## src/rtl/lu_bitserial_seq.sv

```systemverilog
// rtl/lu_bitserial_seq.sv - bit-serial sequencer feeding and collecting an external 1-bit logic cell
module lu_bitserial_seq #(
   parameter int N = 8
) (
   input  logic         clk,
   input  logic         rst_n,
   input  logic         start,
   input  logic [N-1:0] a,
   input  logic [N-1:0] b,
   input  logic [1:0]   op,
   output logic         ready,
   output logic         busy,
   output logic         cell_a,
   output logic         cell_b,
   output logic [1:0]   cell_s,
   input  logic         cell_y,
   output logic [N-1:0] result,
   output logic         zero,
   output logic         done
);

   // One extra counter bit so the terminal count N-1 never aliases a wrap (N=1, N=2^k).
   localparam int            CW   = $clog2(N) + 1;
   localparam logic [CW-1:0] LAST = CW'(N - 1);

   typedef enum logic [1:0] {
      S_IDLE = 2'd0,
      S_RUN  = 2'd1,
      S_DONE = 2'd2
   } state_t;

   state_t        state_q;
   logic [N-1:0]  sa_q;
   logic [N-1:0]  sb_q;
   logic [1:0]    opr_q;
   logic [CW-1:0] cnt_q;
   logic [N-1:0]  sr_q;
   logic [N-1:0]  sr_d;
   logic [N-1:0]  result_q;
   logic          zero_q;
   logic          done_q;

   // Collection register after this cycle's cell bit enters at the MSB (LSB-first arrival).
   always_comb begin
      sr_d        = sr_q >> 1;
      sr_d[N-1]   = cell_y;
   end

   // Control FSM: capture on accept, shift one bit pair per cycle, publish result on the last bit.
   always_ff @(posedge clk or negedge rst_n) begin
      if (!rst_n) begin
         state_q  <= S_IDLE;
         sa_q     <= '0;
         sb_q     <= '0;
         opr_q    <= 2'b00;
         cnt_q    <= '0;
         sr_q     <= '0;
         result_q <= '0;
         zero_q   <= 1'b0;
         done_q   <= 1'b0;
      end else begin
         done_q <= 1'b0;
         unique case (state_q)
            S_IDLE: begin
               if (start) begin
                  sa_q    <= a;
                  sb_q    <= b;
                  opr_q   <= op;
                  cnt_q   <= '0;
                  sr_q    <= '0;
                  state_q <= S_RUN;
               end
            end
            S_RUN: begin
               sr_q  <= sr_d;
               sa_q  <= sa_q >> 1;
               sb_q  <= sb_q >> 1;
               cnt_q <= cnt_q + CW'(1);
               if (cnt_q == LAST) begin
                  result_q <= sr_d;
                  zero_q   <= (sr_d == '0);
                  done_q   <= 1'b1;
                  state_q  <= S_DONE;
               end
            end
            S_DONE: begin
               state_q <= S_IDLE;
            end
            default: begin
               state_q <= S_IDLE;
            end
         endcase
      end
   end

   // Cell inputs come only from registers and are parked at zero outside RUN.
   assign cell_a = (state_q == S_RUN) ? sa_q[0] : 1'b0;
   assign cell_b = (state_q == S_RUN) ? sb_q[0] : 1'b0;
   assign cell_s = (state_q == S_RUN) ? opr_q   : 2'b00;

   assign ready  = (state_q == S_IDLE);
   assign busy   = (state_q != S_IDLE);
   assign result = result_q;
   assign zero   = zero_q;
   assign done   = done_q;

endmodule

```

## config.mk

```make
export PLATFORM = sky130hd
export DESIGN_NAME = lu_bitserial_seq
export DESIGN_NICKNAME = d
export VERILOG_FILES = /design/src/rtl/lu_bitserial_seq.sv
export SDC_FILE = /design/constraint.sdc
export NUM_CORES = 1
export LEC_CHECK = 0
export CAP_MARGIN = 15
export CORE_ASPECT_RATIO = 0.75
export CORE_MARGIN = 2
export CORE_UTILIZATION = 45
export DETAILED_ROUTE_END_ITERATION = 7
export HOLD_SLACK_MARGIN = 0.02
export PLACE_DENSITY = 0.74
export SLEW_MARGIN = 10
export SYNTH_ARGS = -nofsm -noshare
export SYNTH_HDL_FRONTEND = slang
export SYNTH_SLANG_ARGS = --single-unit
```

## constraint.sdc

```tcl
create_clock -name clk -period 1.4 [get_ports clk]
set_input_delay 0.21 -clock clk [delete_from_list [all_inputs] [get_ports clk]]
set_output_delay 0.21 -clock clk [all_outputs]
set_load 0.02 [all_outputs]
```

==> results.md, run 1 <==
- Max frequency: 661 MHz
- Max_cap viols: 0
- Wirelength per Cell: 15.3 µm
- Clock Sinks: 41
- Post-synthesis cell area: 1830 µm²
- P_leak: 1.26 nW
- Worst-margin pin slew: 0.497 ns
- Crit end category: register
- Clock-pin slew on the worst setup and hold paths: 0.07 ns
- Ys async rst share: 100%
- Cell Count, Final, Fillers Out: 282
- Worst EP required: 1.57 ns
- Commonest non-fill, non-tap cell in the layout: dfrtp_1
- Share of cells above drive strength 1: 25.6%
- Layout Nets: 249
- Core area: 3980 µm²
- Area grow syn2layout: 41.3%
- Syn Nets: 188
- Fin crit period: 1.51 ns
- Via density: 5.14
- # setup viols final: 13
- Tcrit/Tclk final: 108%
- PD cells: 2210 nW/µm²
- Crit path max fanout: 5
- Outcome: finished with violations
- Post-DP Area: 2340 µm²
- Clk_lat worst skew: 0.28 ns
- Synth Register Bits: 41
- CTS tree: built
- Final TNS setup: -0.948 ns
- DP Cell Count: 260
- Worst VDD drop: 1.46 mV
- RSZ-0062 raised after global routing: yes
- GRT met3 Usage: 4.57%
- Post-DP HPWL: 2740 µm
- Worst hold slack: 0.487 ns
- Register area share after synthesis: 56.2%
- Largest net degree at the start of global routing: 42
- Setup WS post-layout: -0.112 ns
- Met1 GRT Util: 31.3%
- Clock Tree Root: clkbuf_8
- Die Y: 59.2 µm
- Hold Fails Final Rpt: 0
- CP Class: reg2reg
- Vias: 1,450
- Failing checks: setup timing
- Setup crit start kind: register
- Worst EP arrival: 1.68 ns
- Ranking of synthesized cells by area: dfrtp_1 56%, and3b_1 6.7%, mux2_2 6.2%
- Ys Warns: 0
- Clock skew: 0.00490 ns
- Max_slew headroom: 66.8%
- Synthesized area per cell: 11.1 µm²
- Initial core utilization: 45.9%
- Longest Clk Path Bufs: 2
- IO Count: 38
- 1st-pass router iterations: 4
- Number of buffers created by CTS: 5
- Commonest non-fill, non-tap cells in the layout: 41 x dfrtp_1, 22 x buf_4, 20 x clkdlybuf4s50_1, 19 x nand2_1
- Die area: 4590 µm²
- Slew Limit Fails: 0
- DRC Markers: 0
- Detailed Route WL: 4300 µm
- First-pass GRT wire length: 7310 µm
- Die X: 77.6 µm
- Total Power: 0.00571 W
- Via count of the first global-routing pass: 1,462
- Post-route ant nets: 0
- H-tree levels: 2
- Cell Rows: 20
- Final instance area: 2580 µm²
- Input/output buffers: 37
- Min-Delay Path Class: reg2reg
- Global Route met2 Usage: 30.6%
- Initial antenna violation count: 0
- Primary FF master, synth: dfrtp_1
- Top cell type's share of synthesized area: 56.2%
- N_diodes: 0
- Post-Syn Instances: 165
- GR peak layer: met1
- Top cell type by total area after synthesis: dfrtp_1
- Global-route usage over all layers: 21.0%
- EDFF count, synth: 0
- Gpl congestion: 0.765
- Count of cell types in the netlist: 26
- Grt total ovfl: 0
- DRT iter0 DRCs: 138
## kinds of logic (layout without fill, tap and decap cells)
group           after synthesis  in the layout  synth area share (%)
compound gates               46             46                  15.1
flops                        41             41                  56.2
mux                          12             12                  7.26
buf+inv                      13             75                  3.29
fa+ha+maj                     1              1                 0.685
simple gates                 52             52                  17.5
## sequential cells by signal (all words and copies together), names as in the netlist
name,flops
state_q,2
sr_q,7
sa_q,8
cnt_q,4
result,8
done,1
zero,1
sb_q,8
opr_q,2
## what timing repair did
action	CTS	global route
gates resized for setup	49	5
endpoints found under the setup margin	24	36
buffers inserted	11	1
pin swaps	2	1
endpoints found under the hold margin	41	0
cloned	2	1
hold buffers	1	0
## worst paths after layout
path | slack [ns] | to | from | cells after the start
max in group asynchronous | 0.55 | sb_q[4]$_DFFE_PN0P_ | rst_n | 3
min in group asynchronous | 0.51 | sb_q[1]$_DFFE_PN0P_ | rst_n | 3
min | 0.49 | sa_q[2]$_DFFE_PN0P_ | sa_q[2]$_DFFE_PN0P_ | 2
max reg2reg | -0.11 | result[6]$_DFFE_PN0P_ | state_q[1]$_DFFE_PN0P_ | 5
min reg2reg | 0.49 | sa_q[2]$_DFFE_PN0P_ | sa_q[2]$_DFFE_PN0P_ | 2
max | -0.11 | result[6]$_DFFE_PN0P_ | state_q[1]$_DFFE_PN0P_ | 5
## cell usage after synthesis (2+ instances only)
| cell | number |
|---|---|
| and2_1 | 5 |
| and3b_1 | 14 |
| buf_2 | 3 |
| nor4_1 | 2 |
| o21ai_0 | 17 |
| mux2_2 | 10 |
| nand2_1 | 20 |
| a21oi_1 | 17 |
| nor2b_1 | 4 |
| a22o_1 | 9 |
| mux2i_1 | 2 |
| nor2_1 | 2 |
| inv_1 | 2 |
| dfrtp_1 | 41 |
| clkbuf_1 | 6 |
## through the flow
step | setup WS [ns] | utilization, %
after floorplan | -0.0474 | -
after global placement | -0.202 | 58.7
after global routing | -0.171 | 64.9
after detailed placement | -0.200 | 58.7
after CTS | -0.102 | 65.4
final | -0.112 | 64.9
## routing by layer
| layer | wire, µm | part of all wire [%] | up-vias |
|---|---|---|---|
| met5 | 0 | 0 | - |
| met4 | 80 | 1.9 | 0 |
| met3 | 177 | 4.1 | 10 |
| met2 | 1950 | 45 | 43 |
| met1 | 2100 | 49 | 697 |
| li1 | - | - | 700 |
## final cells by class
cell class / count / area, µm²
clock inverters: 1 / 30.0
well taps: 55 / 68.8
repair buffers: 65 / 567
fillers: 312 / 1400
inverters: 2 / 7.51
flip-flops and latches: 41 / 1030
multi-input cells: 111 / 796
clock buffers: 7 / 86.3
## worst max-delay path, cell delays in order, from the launching register on
cell      delay (ns)
dfrtp_1         0.41
buf_6           0.14
nand2b_4        0.15
nor3_4          0.22
buf_6           0.18
mux2_4          0.30
## power breakdown
| group | internal, W | total, W | switching (W) |
|---|---|---|---|
| Clock | 0.000581 | 0.000955 | 0.000374 |
| Sequential | 0.00168 | 0.00206 | 0.000380 |
| Combinational | 0.00138 | 0.00270 | 0.00131 |
(Power assumes the default switching activity.)
==> run 2, diff against run 1 <==
Settings changed: SKIP_LAST_GASP set to 1.
==> run 2 against run 1 <==
The flow still finishes with violations (setup timing). Global-route usage hardly changed. Clock skew is 0.00068 ns higher. First-iteration DRC count is 10% lower. Sequential power hardly changed. Combinational power hardly changed. Via count is 0.41% higher. Sequential share of layout area hardly changed. Sequential cell count stayed put. Routed wire length is 2.4% higher. Register-to-register slack better by 0.02 ns. Critical endpoint is now result[5]$_DFFE_PN0P_. Largest power group unchanged.
==> results.md, run 2 (synthesized netlist as in run 1, its figures left out) <==
- Cell Count, Final, Fillers Out: 282 (unchanged)
- Storage element area: 1030 µm² (unchanged)
- Gpl congestion: 0.765 (unchanged)
- Clock Sinks: 41 (unchanged)
- Total Power: 0.00573 W (was 0.00571 W)
- Clk_lat worst skew: 0.28 ns (about the same)
- 1st-pass router iterations: 4 (unchanged)
- Commonest non-fill, non-tap cells in the layout: 41 x dfrtp_1, 21 x buf_4, 20 x clkdlybuf4s50_1, 19 x nand2_1 (was 41 x dfrtp_1, 22 x buf_4, 20 x clkdlybuf4s50_1, 19 x nand2_1)
- Cell Rows: 20 (unchanged)
- Tcrit/Tclk final: 107% (was 108%)
- Initial antenna violation count: 0 (unchanged)
- Input/output buffers: 37 (unchanged)
- Detailed Route WL: 4410 µm (was 4300 µm)
- RSZ-0062 raised after global routing: yes (unchanged)
- Die X: 77.6 µm (unchanged)
- P_leak: 1.26 nW (about the same)
- Crit end category: register (unchanged)
- Clock-pin slew on the worst setup and hold paths: 0.07 ns (about the same)
- Setup WS post-layout: -0.0969 ns (was -0.112 ns)
- Crit path max fanout: 5 (unchanged)
- H-tree levels: 2 (unchanged)
- Gate power share: 47.3% (was 47.2%)
- Largest net degree at the start of global routing: 42 (unchanged)
- Clock power frac: 16.7% (about the same)
- Hold Startpoint: sa_q[2]$_DFFE_PN0P_ (unchanged)
- P_int: 0.00364 W (about the same)
- Layout Nets: 249 (unchanged)
- Via density: 5.16 (was 5.14)
- Hold Fails Final Rpt: 0 (unchanged)
- Worst-margin pin slew: 0.500 ns (was 0.497 ns)
- Fin crit period: 1.50 ns (was 1.51 ns)
- FF-to-FF End: result[5]$_DFFE_PN0P_ (was result[6]$_DFFE_PN0P_)
- Switching power: 0.00208 W (was 0.00207 W)
- R2R Setup Slk: -0.1 ns (was -0.11 ns)
- Setup crit start kind: register (unchanged)
- Area of the multi-input gates: 796 µm² (unchanged)
- DRC Markers: 0 (unchanged)
- Worst EP required: 1.57 ns (about the same)
- Area grow syn2layout: 41.2% (was 41.3%)
- IO Count: 38 (unchanged)
- Vias: 1,456 (was 1,450)
- Share of cells above drive strength 1: 25.6% (unchanged)
- Reg power frac: 35.9% (was 36.0%)
- Worst Hold End: sa_q[2]$_DFFE_PN0P_ (unchanged)
- Wirelength per Cell: 15.6 µm (was 15.3 µm)
- Min-Delay Path Class: reg2reg (unchanged)
- DRT iter0 DRCs: 124 (was 138)
- Die area: 4590 µm² (unchanged)
- Hold Path Depth: 2 (unchanged)
- Worst VDD drop: 1.46 mV (about the same)
- Die Y: 59.2 µm (unchanged)
- Clock Tree Root: clkbuf_8 (unchanged)
- Failing checks: setup timing (unchanged)
- Max_slew headroom: 66.6% (was 66.8%)
- N_diodes: 0 (unchanged)
- Sw Ratio: 36.4% (was 36.2%)
- Core area: 3980 µm² (unchanged)
- DP Worst Slack: -0.200 ns (unchanged)
- Via count of the first global-routing pass: 1,512 (was 1,462)
- CTS tree: built (unchanged)
- PD cells: 2220 nW/µm² (was 2210 nW/µm²)
- Longest Clk Path Bufs: 2 (unchanged)
- Grt total ovfl: 0 (unchanged)
- Worst flop-to-flop path startpoint: state_q[1]$_DFFE_PN0P_ (unchanged)
- Post-DP HPWL: 2740 µm (unchanged)
- Worst EP arrival: 1.67 ns (was 1.68 ns)
- Commonest non-fill, non-tap cell in the layout: dfrtp_1 (unchanged)
- Post-route ant nets: 0 (unchanged)
- Max_cap viols: 0 (unchanged)
- # setup viols final: 13 (unchanged)
- Reg2reg path depth: 5 (unchanged)
- CP Class: reg2reg (unchanged)
- Number of buffers created by CTS: 5 (unchanged)
- Max frequency: 668 MHz (was 661 MHz)
- DP Cell Count: 260 (unchanged)
- Initial core utilization: 45.9% (unchanged)
- Slew Limit Fails: 0 (unchanged)
- Outcome: finished with violations (unchanged)
- Clock skew: 0.00559 ns (was 0.00490 ns)
- First-pass GRT wire length: 7360 µm (was 7310 µm)
- Fillers: 308 (was 312)
- Global-route usage over all layers: 21.0% (about the same)
==> run 2: power by group through the flow <==
| stage | combinational, W | sequential [W] | clock [W] |
|---|---|---|---|
| floorplan | 0.00138 | 0.00210 | 0 |
| global placement | 0.00240 | 0.00200 | 0 |
| detailed placement | 0.00248 | 0.00204 | 0 |
| CTS | 0.00265 | 0.00204 | 0.000987 |
| global route | 0.00293 | 0.00211 | 0.00104 |
| finish | 0.00271 | 0.00206 | 0.000959 |
==> run 2: how the worst max path moves through the flow <==
| stage | start | to | depth (start not counted) |
|---|---|---|---|
| floorplan | cnt_q[0]$_DFFE_PN0P_ | result[7]$_DFFE_PN0P_ | 4 |
| global placement | state_q[1]$_DFFE_PN0P_ | cell_b | 3 |
| detailed placement | state_q[1]$_DFFE_PN0P_ | cell_b | 3 |
| CTS | state_q[1]$_DFFE_PN0P_ | result[7]$_DFFE_PN0P_ | 6 |
| global route | state_q[1]$_DFFE_PN0P_ | result[1]$_DFFE_PN0P_ | 5 |
| finish | state_q[1]$_DFFE_PN0P_ | result[5]$_DFFE_PN0P_ | 5 |
==> run 2: repair_timing <==
action                     CTS  global route
hold endpoints to repair    41             0
gates resized for setup     48             5
setup endpoints to repair   24            36
hold buffers                 1             0
cloned                       2             1
pin swaps                    2             1
buffers inserted            11             1
==> run 2: critical path, cell delays in order, from the launching register on <==
cell and delay, ns:
dfrtp_1 0.41, buf_6 0.14, nand2b_4 0.14, nor3_4 0.22, buf_6 0.18, mux2_4 0.30
==> run 2: metal layers <==
layer	wire, µm	GRT usage, %	share of wire, %
met1	2040	29.5	46
met2	2060	31.8	47
met3	209	5.03	4.7
met4	89	8.42	2.0
met5	0	0	0
==> run 2: area by class of cell <==
type / instances / share of cell area, %
well taps: 55 / 2.67
clock buffers: 7 / 3.35
clock inverters: 1 / 1.16
multi-input cells: 111 / 30.9
repair buffers: 65 / 21.9
flip-flops and latches: 41 / 39.8
inverters: 2 / 0.291
==> run 2: per-stage QoR <==
stage	cell area (µm²)	utilization [%]	TNS [ns]	hold WS, ns
6_report	2580	64.8	-0.847	0.487
2_1_floorplan	1840	-	-0.333	-0.0856
5_1_grt	2580	64.8	-2.67	0.512
3_5_place_dp	2340	58.7	-2.56	0.301
3_3_place_gp	2340	58.7	-2.11	0.297
4_1_cts	2600	65.3	-0.948	0.494
